==> config.mk <==
export PLATFORM = sky130hd
export DESIGN_NAME = serial_word_tx
export DESIGN_NICKNAME = d
export VERILOG_FILES = /design/src/rtl/serial_word_tx.sv
export SDC_FILE = /design/constraint.sdc
export NUM_CORES = 1
export LEC_CHECK = 0
export ABC_AREA = 0
export CORE_UTILIZATION = 50
export CTS_CLUSTER_SIZE = 30
export DETAILED_ROUTE_END_ITERATION = 7
export PLACE_DENSITY = 0.73
export SYNTH_ARGS = -nofsm -noshare
export SYNTH_HDL_FRONTEND = slang
export SYNTH_SLANG_ARGS = --single-unit
==> constraint.sdc <==
create_clock -name t_clk -period 1.7 [get_ports t_clk]
set_input_delay 0.34 -clock t_clk [delete_from_list [all_inputs] [get_ports t_clk]]
set_output_delay 0.34 -clock t_clk [all_outputs]
set_load 0.05 [all_outputs]
==> src/rtl/serial_word_tx.sv <==
// -----------------------------------------------------------------------------
// serial_word_tx
//   Parallel-to-serial transmitter, source end of the bit-serial link into the
//   two's-complement stage. A WIDTH-bit word is taken over a valid/ready
//   handshake and shifted out LSB first, one bit per clock. The restart strobe
//   r marks bit 0 of every word so the sink can re-arm its carry.
//
//   Build option:
//     SER_TX_PARITY_EN  - when defined, each word is followed by one extra
//                         cycle carrying its even parity bit (frame = WIDTH+1).
//                         When undefined the frame is exactly WIDTH cycles.
//
//   Parameters:
//     WIDTH      bits per word, 2..32
//
//   Ports:
//     t_clk      in   clock, rising edge
//     r_n        in   asynchronous active-low reset
//     din        in   parallel word, captured on accept
//     din_valid  in   source has a word on din
//     din_ready  out  transmitter can take a word (transfer = valid & ready)
//     i          out  serial data, LSB first
//     r          out  word-start strobe, high during bit 0 only
//     last       out  high during the final serial cycle of a frame
//     busy       out  high while a word (or its parity bit) is on i
//
//   Every output is decoded from state registers only; din/din_valid never
//   reach an output combinationally.
// -----------------------------------------------------------------------------
module serial_word_tx #(
    parameter int WIDTH = 12
) (
    input  logic             t_clk,
    input  logic             r_n,
    input  logic [WIDTH-1:0] din,
    input  logic             din_valid,
    output logic             din_ready,
    output logic             i,
    output logic             r,
    output logic             last,
    output logic             busy
);

    localparam int            CW       = (WIDTH > 1) ? $clog2(WIDTH) : 1;
    localparam logic [CW-1:0] CNT_LAST = CW'(WIDTH - 1);

`ifdef SER_TX_PARITY_EN
    typedef enum logic [1:0] {
        IDLE  = 2'd0,
        SHIFT = 2'd1,
        PAR   = 2'd2
    } state_t;
`else
    typedef enum logic {
        IDLE  = 1'b0,
        SHIFT = 1'b1
    } state_t;
`endif

    state_t           state, state_nx;
    logic [WIDTH-1:0] shreg, shreg_nx;
    logic [CW-1:0]    cnt, cnt_nx;
    logic             at_last;
    logic             accept;

`ifdef SER_TX_PARITY_EN
    // shreg is consumed while shifting, so the parity source is a separate
    // untouched copy of the accepted word.
    logic [WIDTH-1:0] hold, hold_nx;
`endif

    // -------------------------------------------------------------------------
    // State registers
    // -------------------------------------------------------------------------
    always_ff @(posedge t_clk or negedge r_n) begin
        if (!r_n) begin
            state <= IDLE;
            shreg <= '0;
            cnt   <= '0;
`ifdef SER_TX_PARITY_EN
            hold  <= '0;
`endif
        end else begin
            state <= state_nx;
            shreg <= shreg_nx;
            cnt   <= cnt_nx;
`ifdef SER_TX_PARITY_EN
            hold  <= hold_nx;
`endif
        end
    end

    // -------------------------------------------------------------------------
    // Output decode and next-state logic
    // -------------------------------------------------------------------------
    always_comb begin
        din_ready = 1'b0;
        i         = 1'b0;
        r         = 1'b0;
        last      = 1'b0;
        busy      = 1'b0;
        state_nx  = state;
        shreg_nx  = shreg;
        cnt_nx    = cnt;
`ifdef SER_TX_PARITY_EN
        hold_nx   = hold;
`endif
        at_last   = (cnt == CNT_LAST);

        // Outputs depend on registered state only.
        case (state)
            IDLE: begin
                din_ready = 1'b1;
            end
            SHIFT: begin
                i    = shreg[0];
                busy = 1'b1;
                r    = (cnt == '0);
`ifdef SER_TX_PARITY_EN
                // The parity cycle follows, so the data bit is not the end
                // of the frame and no new word can be taken yet.
                last      = 1'b0;
                din_ready = 1'b0;
`else
                // Ready on the final bit lets the next word start with no gap.
                last      = at_last;
                din_ready = at_last;
`endif
            end
`ifdef SER_TX_PARITY_EN
            PAR: begin
                i         = ^hold;
                last      = 1'b1;
                busy      = 1'b1;
                din_ready = 1'b1;
            end
`endif
            default: begin
            end
        endcase

        accept = din_valid & din_ready;

        case (state)
            IDLE: begin
                if (accept) begin
                    state_nx = SHIFT;
                    shreg_nx = din;
                    cnt_nx   = '0;
                end
            end
            SHIFT: begin
                shreg_nx = shreg >> 1;
                cnt_nx   = cnt + CW'(1);
                if (at_last) begin
                    // cnt wraps here so it never passes WIDTH-1.
                    cnt_nx = '0;
`ifdef SER_TX_PARITY_EN
                    state_nx = PAR;
`else
                    if (accept) begin
                        shreg_nx = din;
                    end else begin
                        state_nx = IDLE;
                    end
`endif
                end
            end
`ifdef SER_TX_PARITY_EN
            PAR: begin
                if (accept) begin
                    state_nx = SHIFT;
                    shreg_nx = din;
                    cnt_nx   = '0;
                end else begin
                    state_nx = IDLE;
                end
            end
`endif
            default: begin
                state_nx = IDLE;
            end
        endcase

`ifdef SER_TX_PARITY_EN
        if (accept) begin
            hold_nx = din;
        end
`endif
    end

endmodule

==> flow_summary.yaml <==
placed_design:
  io_buffers: 19
  dp.cells: 142
  place.gp.congestion: 0.769
  hpwl_um: 1550
die:
  dieArea_um2: 2310
  start_util: 0.535
  core-area_um2: 1980
  die_w_um: 48.0
  die_h_um: 48.0
  io_pins: 20
  num_rows: 16
global_route:
  grt_pass1_wl_um: 3240
  grt_max_degree: 17
  antenna_found_initial: 0
  grt_pass1_vias: 717
  globalRouteOverflowTotal: 0
  grt_util_all_layers: 0.208
clocking:
  root_buffer: "clkbuf_4"
  htreeDepth: 1
  ctsLongestPathBuffers: 2
  cts_sinks: 17
  cts_tree: "done"
  clock_latency_ns: 0.28
  cts_buffers: 3
  clk_pin_slew_ns: 0.09
critical_path:
  cp_cell_sequence: "ha_4 > nand3b_1 > nor2_2 > buf_12"
  worstPathRequired_ns: 1.36
  critPathMaxFanout: 4
  r2r-end: "shreg[2]"
  criticalPathCategory: "flop to output pin"
  cp_slowest_stage_delay_ns: 0.43
  worst_setup_path_end_kind: "output pin"
  crit_slowest_cell: "dfrtp_1"
  r2r_cells: 5
  arrival_ns: 1.37
  reg2reg_slack_ns: 0.35
  regToRegStartpoint: "cnt[1]"
  startpoint_type: "flop"
yosys:
  yosysWarnings: 0
  synth_area_um2: 1060
  yosys.area_share.simple: 0.0897
  synth_compound_area_frac: 0.229
  synth_area_per_cell_um2: 10.9
  synth_top_family_by_area: "compound AO/OA/AOI/OAI gates"
  async_flop_share: 1.00
  ys_ff_latch: 17
  synth_cells: 97
  synth_top_flop_cell: "dfrtp_1"
  synthAdderAreaFrac: 0.0236
  ys_seq_area_frac: 0.401
  yosysUniqueCellTypes: 25
  synth_xor_area_frac: 0
  synth_nets: 114
  synth_edf_count: 0
  synth_mux_area_frac: 0.148
timing:
  maxSlewViolCount: 0
  hold_violations: 0
  min_period_ns: 1.71
  final-setup-viol-count: 1
  max_freq_mhz: 586
  setup_slack_ns: -0.00530
  tightest_slew_ns: 0.423
  period_share: 1.00
  rsz0062_at_grt: "true"
  max_slew_margin: 0.717
  fin_skew_ns: 0.00132
  setup_tns_ns: -0.00530
power:
  p_int_uw: 1280
  clkPwrFrac: 0.100
  p_per_area_nw_per_um2: 1460
  seqPwrFrac: 0.351
  p_sw_frac: 0.388
  power_frac_comb: 0.548
  p_leak_uw: 0.000651
  p_total_uw: 2100
  switching_power_uw: 815
  vdd_drop_max_mv: 1.07
outcome:
  outcome: "complete, but fails checks"
  violations: "negative setup slack"
drt:
  avgRoutedWirePerCell_um: 14.5
  antenna_left: 0
  firstDrtPassIters: 4
  drc_errors: 0
  num_vias: 777
  routed_wl_um: 2170
  drt_iter0_markers: 18
  via_per_inst: 5.18
cells_and_area:
  drive_gt1_frac: 0.439
  fin_nets: 141
  area_growth_pct: 35.4
  finalNonFillerCells: 150
  antenna_cells: 0
flow_run:
  maxCapViolCount: 0
min_path:
  hold_path.class: "primary input to async pin"
-- registers in the layout (all words and copies together), names as in the netlist --
signal  cells
cnt         4
state       1
shreg      12
-- repair_timing --
action,in CTS,in global routing
pin swaps,2,2
hold buffers,0,0
setup endpoints to repair,2,3
gates resized for setup,4,1
buffers inserted,2,2
-- how the worst max path moves through the flow --
stage / start / end / slack, ns / cells after the start
finish: cnt[0] / last / -0.005 / 4
global route: cnt[0] / last / -0.09 / 4
CTS: cnt[1] / last / -0.01 / 4
detailed placement: din_valid / shreg[4] / -0.02 / 5
global placement: din_valid / shreg[1] / 0.009 / 5
floorplan: state / r / 0.02 / 3
-- worst max-delay path: cells and delay by family (launching register included) --
kind / cells / cell delay (ns)
flip-flops: 1 / 0.43
AND/OR/NAND/NOR: 2 / 0.34
adder cells (fa/ha/maj): 1 / 0.16
buffers and inverters: 1 / 0.15
-- cell usage in the layout (no fill, tap or decap), types with 2 or more instances in the layout --
cell,count
inv_1,17
dfrtp_1,14
clkdlybuf4s50_1,14
a21oi_2,10
o22ai_1,8
buf_12,7
buf_4,7
mux2_4,6
o22ai_2,6
mux2_2,5
nand2_1,3
clkbuf_4,3
dfrtp_2,3
a21oi_1,2
-- through the flow --
stage,utilization,hold slack [ns],area [um^2],setup slack (ns)
floorplan,-,0.0444,1080,0.0211
global placement,0.687,0.499,1360,0.00860
detailed placement,0.687,0.509,1360,-0.0236
CTS,0.716,0.352,1420,-0.0100
global route,0.724,0.381,1440,-0.0875
finish,0.724,0.351,1440,-0.00530
-- cells in the mapped netlist (2+ instances only) --
library cell | instances | share of area
buf_6 | 3 | 0.032
nand2_1 | 4 | 0.014
nor3b_1 | 2 | 0.014
dfrtp_1 | 17 | 0.40
inv_1 | 17 | 0.060
buf_2 | 2 | 0.0094
a21oi_2 | 10 | 0.083
mux2_2 | 5 | 0.053
ha_1 | 2 | 0.024
mux2_4 | 6 | 0.085
a21oi_1 | 2 | 0.0094
o22ai_2 | 6 | 0.071
o22ai_1 | 8 | 0.047
nor2_1 | 2 | 0.0071
-- layout make-up --
type                       instances  area, um^2
multi-input combinational         57         549
fill                             152         547
sequential                        17         429
tap                               27        33.8
timing repair buffer              28         333
clock buffer                       4        26.3
inverter                          17        63.8
-- cell families (layout without fill, tap and decap cells) --
| kind of cell | after synthesis | after routing |
|---|---|---|
| compound gates | 29 | 29 |
| fa+ha+maj | 2 | 2 |
| buf+inv | 23 | 49 |
| flops | 17 | 17 |
| mux | 12 | 12 |
| simple gates | 14 | 14 |
-- power by group through the flow --
stage | sequential (uW) | combinational [uW] | clock (uW)
floorplan | 695 | 752 | 0
global placement | 710 | 1050 | 0
detailed placement | 727 | 1080 | 0
CTS | 730 | 1120 | 219
global route | 755 | 1240 | 232
finish | 738 | 1150 | 210
-- layer usage --
layer	global-route usage	vias up	share of wire	routed length [um]
li1	-	389	-	-
met2	0.370	14	0.51	1120
met3	0.0226	4	0.023	50
met4	0.0667	0	0.012	26
met5	0	-	0	0
met1	0.260	370	0.45	979
No activity file was read; power rests on OpenSTA's default activity.
